## src/rtl/key_debouncer_pkg.sv

```systemverilog
// rtl/key_debouncer_pkg.sv - shared types and timing constants for the key debouncer
package key_debouncer_pkg;

  // Per-channel debounce state: settled up/down plus a waiting state for each direction.
  typedef enum logic [1:0] {
    UP        = 2'b00,
    WAIT_DOWN = 2'b01,
    DOWN      = 2'b10,
    WAIT_UP   = 2'b11
  } deb_state_t;

  // Board clock and the debounce window used to derive the default stability count.
  localparam int CLK_HZ      = 50_000_000;
  localparam int DEBOUNCE_MS = 20;

  // The debounced level reads as pressed while settled down or while checking a release.
  function automatic logic state_is_pressed(input deb_state_t st);
    return (st == DOWN) || (st == WAIT_UP);
  endfunction

endpackage

```

## src/rtl/debounce_channel.sv

```systemverilog
// rtl/debounce_channel.sv - synchronizer, debounce FSM and stability counter for one key
module debounce_channel
  import key_debouncer_pkg::*;
#(
  parameter int STABLE_CYCLES = 1_000_000,
  parameter int CNT_W         = 20
) (
  input  logic clk,
  input  logic reset,
  input  logic key_n,
  output logic key_level,
  output logic press_pulse,
  output logic release_pulse
);

  // Counter value at which a candidate level has been stable long enough.
  localparam logic [CNT_W-1:0] LAST_CNT = CNT_W'(STABLE_CYCLES - 1);

  logic             sync1;
  logic             sync2;
  logic             pressed_s;

  deb_state_t       state_q;
  deb_state_t       state_d;
  logic [CNT_W-1:0] cnt_q;
  logic [CNT_W-1:0] cnt_d;
  logic             press_d;
  logic             release_d;
  logic             level_d;

  // Two-flop synchronizer; both stages idle at 1 so reset looks like a released key.
  always_ff @(posedge clk or posedge reset) begin
    if (reset) begin
      sync1 <= 1'b1;
      sync2 <= 1'b1;
    end else begin
      sync1 <= key_n;
      sync2 <= sync1;
    end
  end

  assign pressed_s = ~sync2;

  // State, counter and registered outputs.
  always_ff @(posedge clk or posedge reset) begin
    if (reset) begin
      state_q       <= UP;
      cnt_q         <= '0;
      key_level     <= 1'b0;
      press_pulse   <= 1'b0;
      release_pulse <= 1'b0;
    end else begin
      state_q       <= state_d;
      cnt_q         <= cnt_d;
      key_level     <= level_d;
      press_pulse   <= press_d;
      release_pulse <= release_d;
    end
  end

  // Next state: any disagreement restarts the wait, a full run of agreement commits the new level.
  always_comb begin
    state_d   = state_q;
    cnt_d     = cnt_q;
    press_d   = 1'b0;
    release_d = 1'b0;
    case (state_q)
      UP: begin
        if (pressed_s) begin
          state_d = WAIT_DOWN;
          cnt_d   = '0;
        end
      end
      WAIT_DOWN: begin
        if (!pressed_s) begin
          state_d = UP;
          cnt_d   = '0;
        end else if (cnt_q == LAST_CNT) begin
          state_d = DOWN;
          cnt_d   = '0;
          press_d = 1'b1;
        end else begin
          cnt_d = cnt_q + CNT_W'(1);
        end
      end
      DOWN: begin
        if (!pressed_s) begin
          state_d = WAIT_UP;
          cnt_d   = '0;
        end
      end
      WAIT_UP: begin
        if (pressed_s) begin
          state_d = DOWN;
          cnt_d   = '0;
        end else if (cnt_q == LAST_CNT) begin
          state_d   = UP;
          cnt_d     = '0;
          release_d = 1'b1;
        end else begin
          cnt_d = cnt_q + CNT_W'(1);
        end
      end
      default: begin
        state_d = UP;
        cnt_d   = '0;
      end
    endcase
    level_d = state_is_pressed(state_d);
  end

endmodule

```

## src/rtl/key_debouncer.sv

```systemverilog
// rtl/key_debouncer.sv - N independent debounced key channels with press/release events
module key_debouncer
  import key_debouncer_pkg::*;
#(
  parameter int N_KEYS        = 4,
  parameter int STABLE_CYCLES = (CLK_HZ / 1000) * DEBOUNCE_MS,
  parameter int CNT_W         = 20
) (
  input  logic              clk,
  input  logic              reset,
  input  logic [N_KEYS-1:0] key_n,
  output logic [N_KEYS-1:0] key_level,
  output logic [N_KEYS-1:0] press_pulse,
  output logic [N_KEYS-1:0] release_pulse
);

  // One self-contained channel per key bit.
  for (genvar i = 0; i < N_KEYS; i++) begin : g_ch
    debounce_channel #(
      .STABLE_CYCLES(STABLE_CYCLES),
      .CNT_W        (CNT_W)
    ) u_ch (
      .clk          (clk),
      .reset        (reset),
      .key_n        (key_n[i]),
      .key_level    (key_level[i]),
      .press_pulse  (press_pulse[i]),
      .release_pulse(release_pulse[i])
    );
  end

endmodule

```

## config.mk

```make
export PLATFORM = sky130hd
export DESIGN_NAME = key_debouncer
export DESIGN_NICKNAME = d
export VERILOG_FILES = /design/src/rtl/key_debouncer_pkg.sv /design/src/rtl/debounce_channel.sv /design/src/rtl/key_debouncer.sv
export SDC_FILE = /design/constraint.sdc
export NUM_CORES = 1
export LEC_CHECK = 0
export CAP_MARGIN = 20
export CORE_MARGIN = 4
export CORE_UTILIZATION = 35
export CTS_BUF_LIST = sky130_fd_sc_hd__clkbuf_4 sky130_fd_sc_hd__clkbuf_8
export CTS_CLUSTER_SIZE = 25
export DETAILED_ROUTE_END_ITERATION = 6
export GPL_TIMING_DRIVEN = 1
export SLEW_MARGIN = 10
export SYNTH_ARGS = -nofsm -noshare
export SYNTH_HDL_FRONTEND = slang
export SYNTH_SLANG_ARGS = --single-unit
```

## constraint.sdc

```tcl
create_clock -name clk -period 3.52 [get_ports clk]
set_clock_uncertainty 0.2 [all_clocks]
set_input_delay 0.704 -clock clk [delete_from_list [all_inputs] [get_ports clk]]
set_output_delay 0.704 -clock clk [all_outputs]
set_load 0.02 [all_outputs]
```

==> flow_metrics.env, run 1 <==
export IMPL_port_buffers=17
export IMPL_first_global_vias=3798
export IMPL_place_hpwl_um=6650
export IMPL_grt_start_max_net_pins=98
export IMPL_async_reset_ff_share_pct=100
export IMPL_area_delta_synth_final_pct=9.65
export IMPL_holdBufCountCts=0
export IMPL_ant_nets=0
export IMPL_row_count=44
export IMPL_fill_cells=1410
export IMPL_status="finished, final reports clean"
export IMPL_clk_insertion_delay_late_ns=0.38
export IMPL_antenna_found_initial=0
export IMPL_synthCells=533
export IMPL_grt_overflow_total=0
export IMPL_fin_nets=553
export IMPL_num_io_pins=18
export IMPL_cts_buffer_depth=2
export IMPL_numCtsBuffers=9
export IMPL_drt_initial_drc_count=264
export IMPL_synth_area_sq_mm=0.00530
export IMPL_wl_met1_um=4600
export IMPL_avgViaCountPerCell=5.10
export IMPL_fin_util_pct=39.5
export IMPL_path_clk_slew_ns=0.10
export IMPL_drtPass1Iterations=4
export IMPL_rsz0062_at_grt="false"
export IMPL_synth_seq_cells=108
export IMPL_die_height_um=131
export IMPL_die_area_sq_mm=0.0172
export IMPL_post_cts_buffers=0
export IMPL_ctsResizeCount=0
export IMPL_highest_signal_layer="met4"
export IMPL_drt_wl_total_um=9670
export IMPL_syn_nets=543
export IMPL_path_class="register to register"
export IMPL_synthDistinctLibCells=56
export IMPL_critPathLaunchType="register"
export IMPL_postSynthAreaPerCell_sq_um=9.95
export IMPL_maxCapViolCount=0
export IMPL_core_region_area_sq_mm=0.0147
export IMPL_fin_crit_sh_pct=66.5
export IMPL_post_route_drc_count=0
export IMPL_worst_path_max_fanout=12
export IMPL_drive_gt1_share_pct=7.85
export IMPL_setup_violations=0
export IMPL_arrival_ns=2.38
export IMPL_vdd_ir_drop_max_mv=0.258
export IMPL_fmax_ghz=0.427
export IMPL_via_count=3737
export IMPL_wl_per_cell_um=13.2
export IMPL_hold_slack_ns=0.161
export IMPL_slew_violations=0
export IMPL_crit_required_ns=3.57
export IMPL_cts_sinks=108
export IMPL_hold_violations=0
export IMPL_gp_congestion=0.844
export IMPL_grt_pass1_wl_um=17400
export IMPL_root_buffer="clkbuf_8"
export IMPL_max_slew_margin_pct=48.7
export IMPL_dr_wl_met2_um=4580
export IMPL_yosys_warnings=0
export IMPL_endpoint_kind="register"
export IMPL_cts_htree_levels=3
export IMPL_hold_path_class="register to register"
export IMPL_start_util_pct=36.1
export IMPL_p_per_area_mw_per_mm2=371
export IMPL_layout_min_cycle_time_ns=2.34
export IMPL_wl_met3_um=402
export IMPL_groute_usage_overall_pct=12.5
export IMPL_cts_tree="yes"
export IMPL_synth_edf_count=0
export IMPL_power_w=0.00216
export IMPL_setup_tns_ns=0
export IMPL_seq_area_frac_synth_pct=51.2
export IMPL_synth_ff_type="dfrtp_1"
export IMPL_leakage_nw=2.43
export IMPL_tightest_slew_ns=0.765
export IMPL_die_x_um=131
## final cells by class
type,count,area [sq um],area share [%]
Antenna cell,1,2.50,0.0430
Clock buffer,12,153,2.63
Clock inverter,4,48.8,0.839
Inverter,14,56.3,0.969
Multi-Input combinational cell,390,2400,41.4
Sequential cell,108,2710,46.7
Tap cell,184,230,3.96
Timing Repair Buffer,20,205,3.53
## routing by layer
metal / vias up / global-route usage [%]
met1: 1831 / 15.8
met5: - / 0
met2: 43 / 20.3
met3: 8 / 3.93
met4: 0 / 4.17
li1: 1855 / -
## report_power, final
group	internal, W	switching, W	total [W]
clock network	0.000364	0.000422	0.000786
logic	0.0000300	0.0000670	0.0000970
registers	0.00126	0.0000172	0.00128
## cells by family (layout without fill, tap and decap cells)
kind of cell	count (synthesis)	count (layout)	share of synthesized area, %
and+or+nand+nor	263	263	25.4
DFF	108	108	51.2
xor gates and xnor gates	55	55	9.09
AOI/OAI and AO/OA	51	51	6.59
buffers and inverters	35	50	3.47
muxes	17	17	3.30
adders and majority gates	4	4	0.944
other	0	1	0
## cell usage after synthesis (6+ instances only)
| library cell | n | area share [%] |
|---|---|---|
| nand3_1 | 35 | 3.3 |
| and4_1 | 8 | 1.3 |
| buf_4 | 13 | 1.8 |
| nor2_1 | 80 | 5.7 |
| and2_1 | 10 | 1.2 |
| nand2_1 | 48 | 3.4 |
| xor2_1 | 23 | 3.8 |
| dfrtp_1 | 100 | 47 |
| o21ai_0 | 14 | 1.3 |
| xnor2_1 | 32 | 5.3 |
| inv_1 | 14 | 0.99 |
| and3_1 | 15 | 1.8 |
| dfstp_2 | 8 | 4.0 |
| or3_1 | 6 | 0.71 |
| nand4_1 | 15 | 1.8 |
| mux2i_1 | 13 | 2.5 |
| a21oi_1 | 9 | 0.85 |
| a22o_1 | 6 | 0.99 |
| nor3_1 | 14 | 1.3 |
## state kept, by name, indices dropped and copies added (netlist names)
signal and count:
g_ch.u_ch.cnt_q 80, g_ch.u_ch.key_level 4, g_ch.u_ch.press_pulse 4, g_ch.u_ch.release_pulse 4
g_ch.u_ch.state_q 8, g_ch.u_ch.sync1 4, g_ch.u_ch.sync2 4
## stage by stage
step                      area (sq um)  setup slack [ns]  std cells
after floorplan                   5310              1.32        533
after global placement            5610              1.20        716
after detailed placement          5610              1.16        716
after CTS                         5810              1.15        732
after global routing              5810             0.987        732
final                             5810              1.18        733
## final timing paths
kind | from | end | slack (ns) | cells past startpoint
setup / recovery | g_ch[3].u_ch.cnt_q[11] | g_ch[3].u_ch.cnt_q[15] | 1.18 | 5
hold / removal | g_ch[1].u_ch.sync1 | g_ch[1].u_ch.sync2 | 0.16 | 0
setup reg to reg | g_ch[3].u_ch.cnt_q[11] | g_ch[3].u_ch.cnt_q[15] | 1.18 | 5
hold reg to reg | g_ch[1].u_ch.sync1 | g_ch[1].u_ch.sync2 | 0.16 | 0
max in group asynchronous | reset | g_ch[0].u_ch.sync2 | 1.92 | 3
min in group asynchronous | reset | g_ch[1].u_ch.press_pulse | 0.41 | 2
## cell usage in the layout (no fill, tap or decap), types with 6 or more instances in the layout
master             n
and2_1            10
dfstp_2            8
a21oi_1            9
or3_1              6
and3_1            15
clkbuf_8          10
nor2_1            80
o21ai_0           14
clkdlybuf4s50_1   17
nand3_1           35
nand4_1           15
inv_1             13
dfrtp_1          100
a22o_1             6
xor2_1            23
xnor2_1           32
nor3_1            14
mux2i_1           13
and4_1             8
nand2_1           48
## critical path: stages (launching register included)
cell and delay, ns:
dfrtp_1 0.44, or4b_4 0.56, nor4_4 0.32, a21oi_2 0.19, nor2_2 0.40, nor2_1 0.10
Note: power is estimated with default switching activity, not from simulation.
==> run 2, diff against run 1 <==
- clock period: 3.52 -> 2.3 ns (I/O delays scaled with it)
==> run 2 against run 1 <==
Worst setup slack worse by 1.1 ns. Critical path depth is 2 higher. First-iteration DRC count rose by 6.1%. Sequential share of layout area is 1.6 points lower. Cell area is 3.5% higher. Sequential power up 52%. Combinational power is 89% higher. Fmax grew 7.2%. Global-route usage up 0.33 points. Count of clock-buffer cells in the layout is 1 lower. Die area unchanged. Final cell count increased by 2.3%. Critical path type unchanged. Largest cell class unchanged.
==> flow_metrics.env, run 2 (same netlist as run 1, synthesis figures left out) <==
export IMPL_ctsResizeCount=0
export IMPL_p_per_area_mw_per_mm2=569
export IMPL_seqPwrFrac_pct=57.0
export IMPL_hold_path_class="register to register"
export IMPL_groute_usage_overall_pct=12.8
export IMPL_fin_nets=571
export IMPL_fin_crit_sh_pct=94.8
export IMPL_cp_slowest_cell="o31a_1"
export IMPL_setup_violations=0
export IMPL_top_regs="g_ch.u_ch.cnt_q: 80 flops, g_ch.u_ch.state_q: 8 flops"
export IMPL_worst_path_max_fanout=13
export IMPL_slew_violations=0
export IMPL_cts_tree="yes"
export IMPL_setup_tns_ns=0
export IMPL_num_io_pins=18
export IMPL_port_buffers=17
export IMPL_crit_reg2reg_launch="g_ch[0].u_ch.cnt_q[0]"
export IMPL_place_hpwl_um=7160
export IMPL_critPathMaxStageDelay_ns=0.48
export IMPL_rsz0062_at_grt="false"
export IMPL_r2r_setup_slack_ns=0.12
export IMPL_die_height_um=131
export IMPL_grt_start_max_net_pins=27
export IMPL_pre_cts_ws_ns=0.151
export IMPL_arrival_ns=2.25
export IMPL_holdBufCountCts=0
export IMPL_cp_num_buf_inv=1
export IMPL_r2r_end="g_ch[0].u_ch.cnt_q[14]"
export IMPL_post_route_drc_count=0
export IMPL_antenna_cells=0
export IMPL_hold_violations=0
export IMPL_p_comb_share_pct=5.3
export IMPL_holdCritStartpoint="g_ch[3].u_ch.sync1"
export IMPL_layout_commonest_cell="dfrtp_1"
export IMPL_avgViaCountPerCell=5.09
export IMPL_maxCapViolCount=0
export IMPL_largest_register="g_ch.u_ch.cnt_q"
export IMPL_critPathLaunchType="register"
export IMPL_root_buffer="clkbuf_8"
export IMPL_grt_overflow_total=0
export IMPL_core_region_area_sq_mm=0.0147
export IMPL_path_class="register to register"
export IMPL_die_area_sq_mm=0.0172
export IMPL_numCtsBuffers=9
export IMPL_path_clk_slew_ns=0.11
export IMPL_p_clk_share_pct=37.6
export IMPL_via_count=3820
export IMPL_gp_congestion=0.800
export IMPL_crit_family="simple AND/OR/NAND/NOR gates"
export IMPL_p_sw_w=0.000773
export IMPL_grt_pass1_wl_um=17700
export IMPL_row_count=44
export IMPL_antenna_found_initial=0
export IMPL_cts_sinks=108
export IMPL_layout_min_cycle_time_ns=2.18
export IMPL_cts_htree_levels=3
export IMPL_crit_chain="ha_1 > and3_1 > nand3_1 > o31a_1 > nor2_2 > buf_4 > nor2_1"
export IMPL_worst_slack_ns=0.119
export IMPL_leakage_nw=2.55
export IMPL_tightest_slew_ns=0.646
export IMPL_post_cts_buffers=0
export IMPL_start_util_pct=36.1
export IMPL_drive_gt1_share_pct=10.8
export IMPL_area_delta_synth_final_pct=13.5
export IMPL_ant_nets=0
export IMPL_internal_power_w=0.00265
export IMPL_switching_share_pct=22.6
export IMPL_holdPathEnd="g_ch[3].u_ch.sync2"
export IMPL_cts_buffer_depth=2
export IMPL_endpoint_kind="register"
export IMPL_vdd_ir_drop_max_mv=0.377
export IMPL_die_x_um=131
export IMPL_fill_cells=1432
export IMPL_r2r_cells=7
export IMPL_max_slew_margin_pct=56.9
export IMPL_drtPass1Iterations=4
export IMPL_layout_common_cells="dfrtp_1 (100), nor2_1 (80), nand2_1 (48)"
export IMPL_largest_register_ff_count=80
export IMPL_status="finished, final reports clean"
export IMPL_clk_insertion_delay_late_ns=0.38
export IMPL_fmax_ghz=0.458
export IMPL_crit_required_ns=2.37
export IMPL_whs_path_depth=0
export IMPL_wl_per_cell_um=13.6
export IMPL_drt_initial_drc_count=280
export IMPL_first_global_vias=3791
export IMPL_drt_wl_total_um=10200
run 2: cell count changes in the layout (fill, tap and decap cells not counted), sizes merged:
cell    previous run  this run
buf                3        21
bufinv             1         2
diode              1         0
clkbuf            12        11
run 2: layout make-up:
cell class | instances | area, sq um | area share (%)
Clock buffer | 11 | 145 | 2.41
Sequential cell | 108 | 2710 | 45.1
Clock inverter | 5 | 75.1 | 1.25
Timing Repair Buffer | 38 | 390 | 6.49
Multi-Input combinational cell | 390 | 2400 | 40.0
Tap cell | 184 | 230 | 3.83
Inverter | 14 | 56.3 | 0.936
run 2: per-layer routing:
metal / routed length [um] / share of wire, % / global-route usage (%)
met1: 4830 / 47 / 16.5
met5: 0 / 0 / 0
met3: 413 / 4.1 / 4.38
met2: 4810 / 47 / 20.7
met4: 116 / 1.1 / 3.27
run 2: power groups by stage:
stage | clock, W | combinational, W | sequential, W
after floorplan | 0 | 0.000110 | 0.00198
after global placement | 0 | 0.000183 | 0.00199
after detailed placement | 0 | 0.000188 | 0.00199
after CTS | 0.00134 | 0.000189 | 0.00195
after global routing | 0.00143 | 0.000209 | 0.00196
final | 0.00129 | 0.000183 | 0.00195
run 2: worst register-to-register path, cell delays in order, from the launching register on:
cell and delay [ns]:
dfrtp_1 0.41, ha_1 0.22, and3_1 0.26, nand3_1 0.12, o31a_1 0.48, nor2_2 0.15, buf_4 0.17, nor2_1 0.06
run 2: worst max path at each step:
stage                            start                     end  slack, ns  cells past startpoint
2_1_floorplan   g_ch[3].u_ch.cnt_q[11]   g_ch[3].u_ch.cnt_q[7]       0.23                      6
3_3_place_gp    g_ch[3].u_ch.cnt_q[12]   g_ch[3].u_ch.cnt_q[3]       0.18                      5
3_5_place_dp    g_ch[3].u_ch.cnt_q[12]   g_ch[3].u_ch.cnt_q[3]       0.15                      5
4_1_cts         g_ch[3].u_ch.cnt_q[12]   g_ch[3].u_ch.cnt_q[7]       0.14                      6
5_1_grt        g_ch[0].u_ch.state_q[1]   g_ch[0].u_ch.cnt_q[3]      0.006                      5
6_report         g_ch[0].u_ch.cnt_q[0]  g_ch[0].u_ch.cnt_q[14]       0.12                      7
run 2: stage by stage:
stage / instances / hold WS (ns) / power (W) / utilization [%] / area, sq um
final: 750 / 0.163 / 0.00342 / 40.9 / 6010
after global routing: 750 / 0.170 / 0.00359 / 40.9 / 6010
after CTS: 750 / 0.163 / 0.00348 / 40.9 / 6010
after detailed placement: 734 / 0.148 / 0.00218 / 39.4 / 5790
after global placement: 734 / 0.147 / 0.00217 / 39.4 / 5790
after floorplan: 533 / 0.145 / 0.00209 / - / 5310
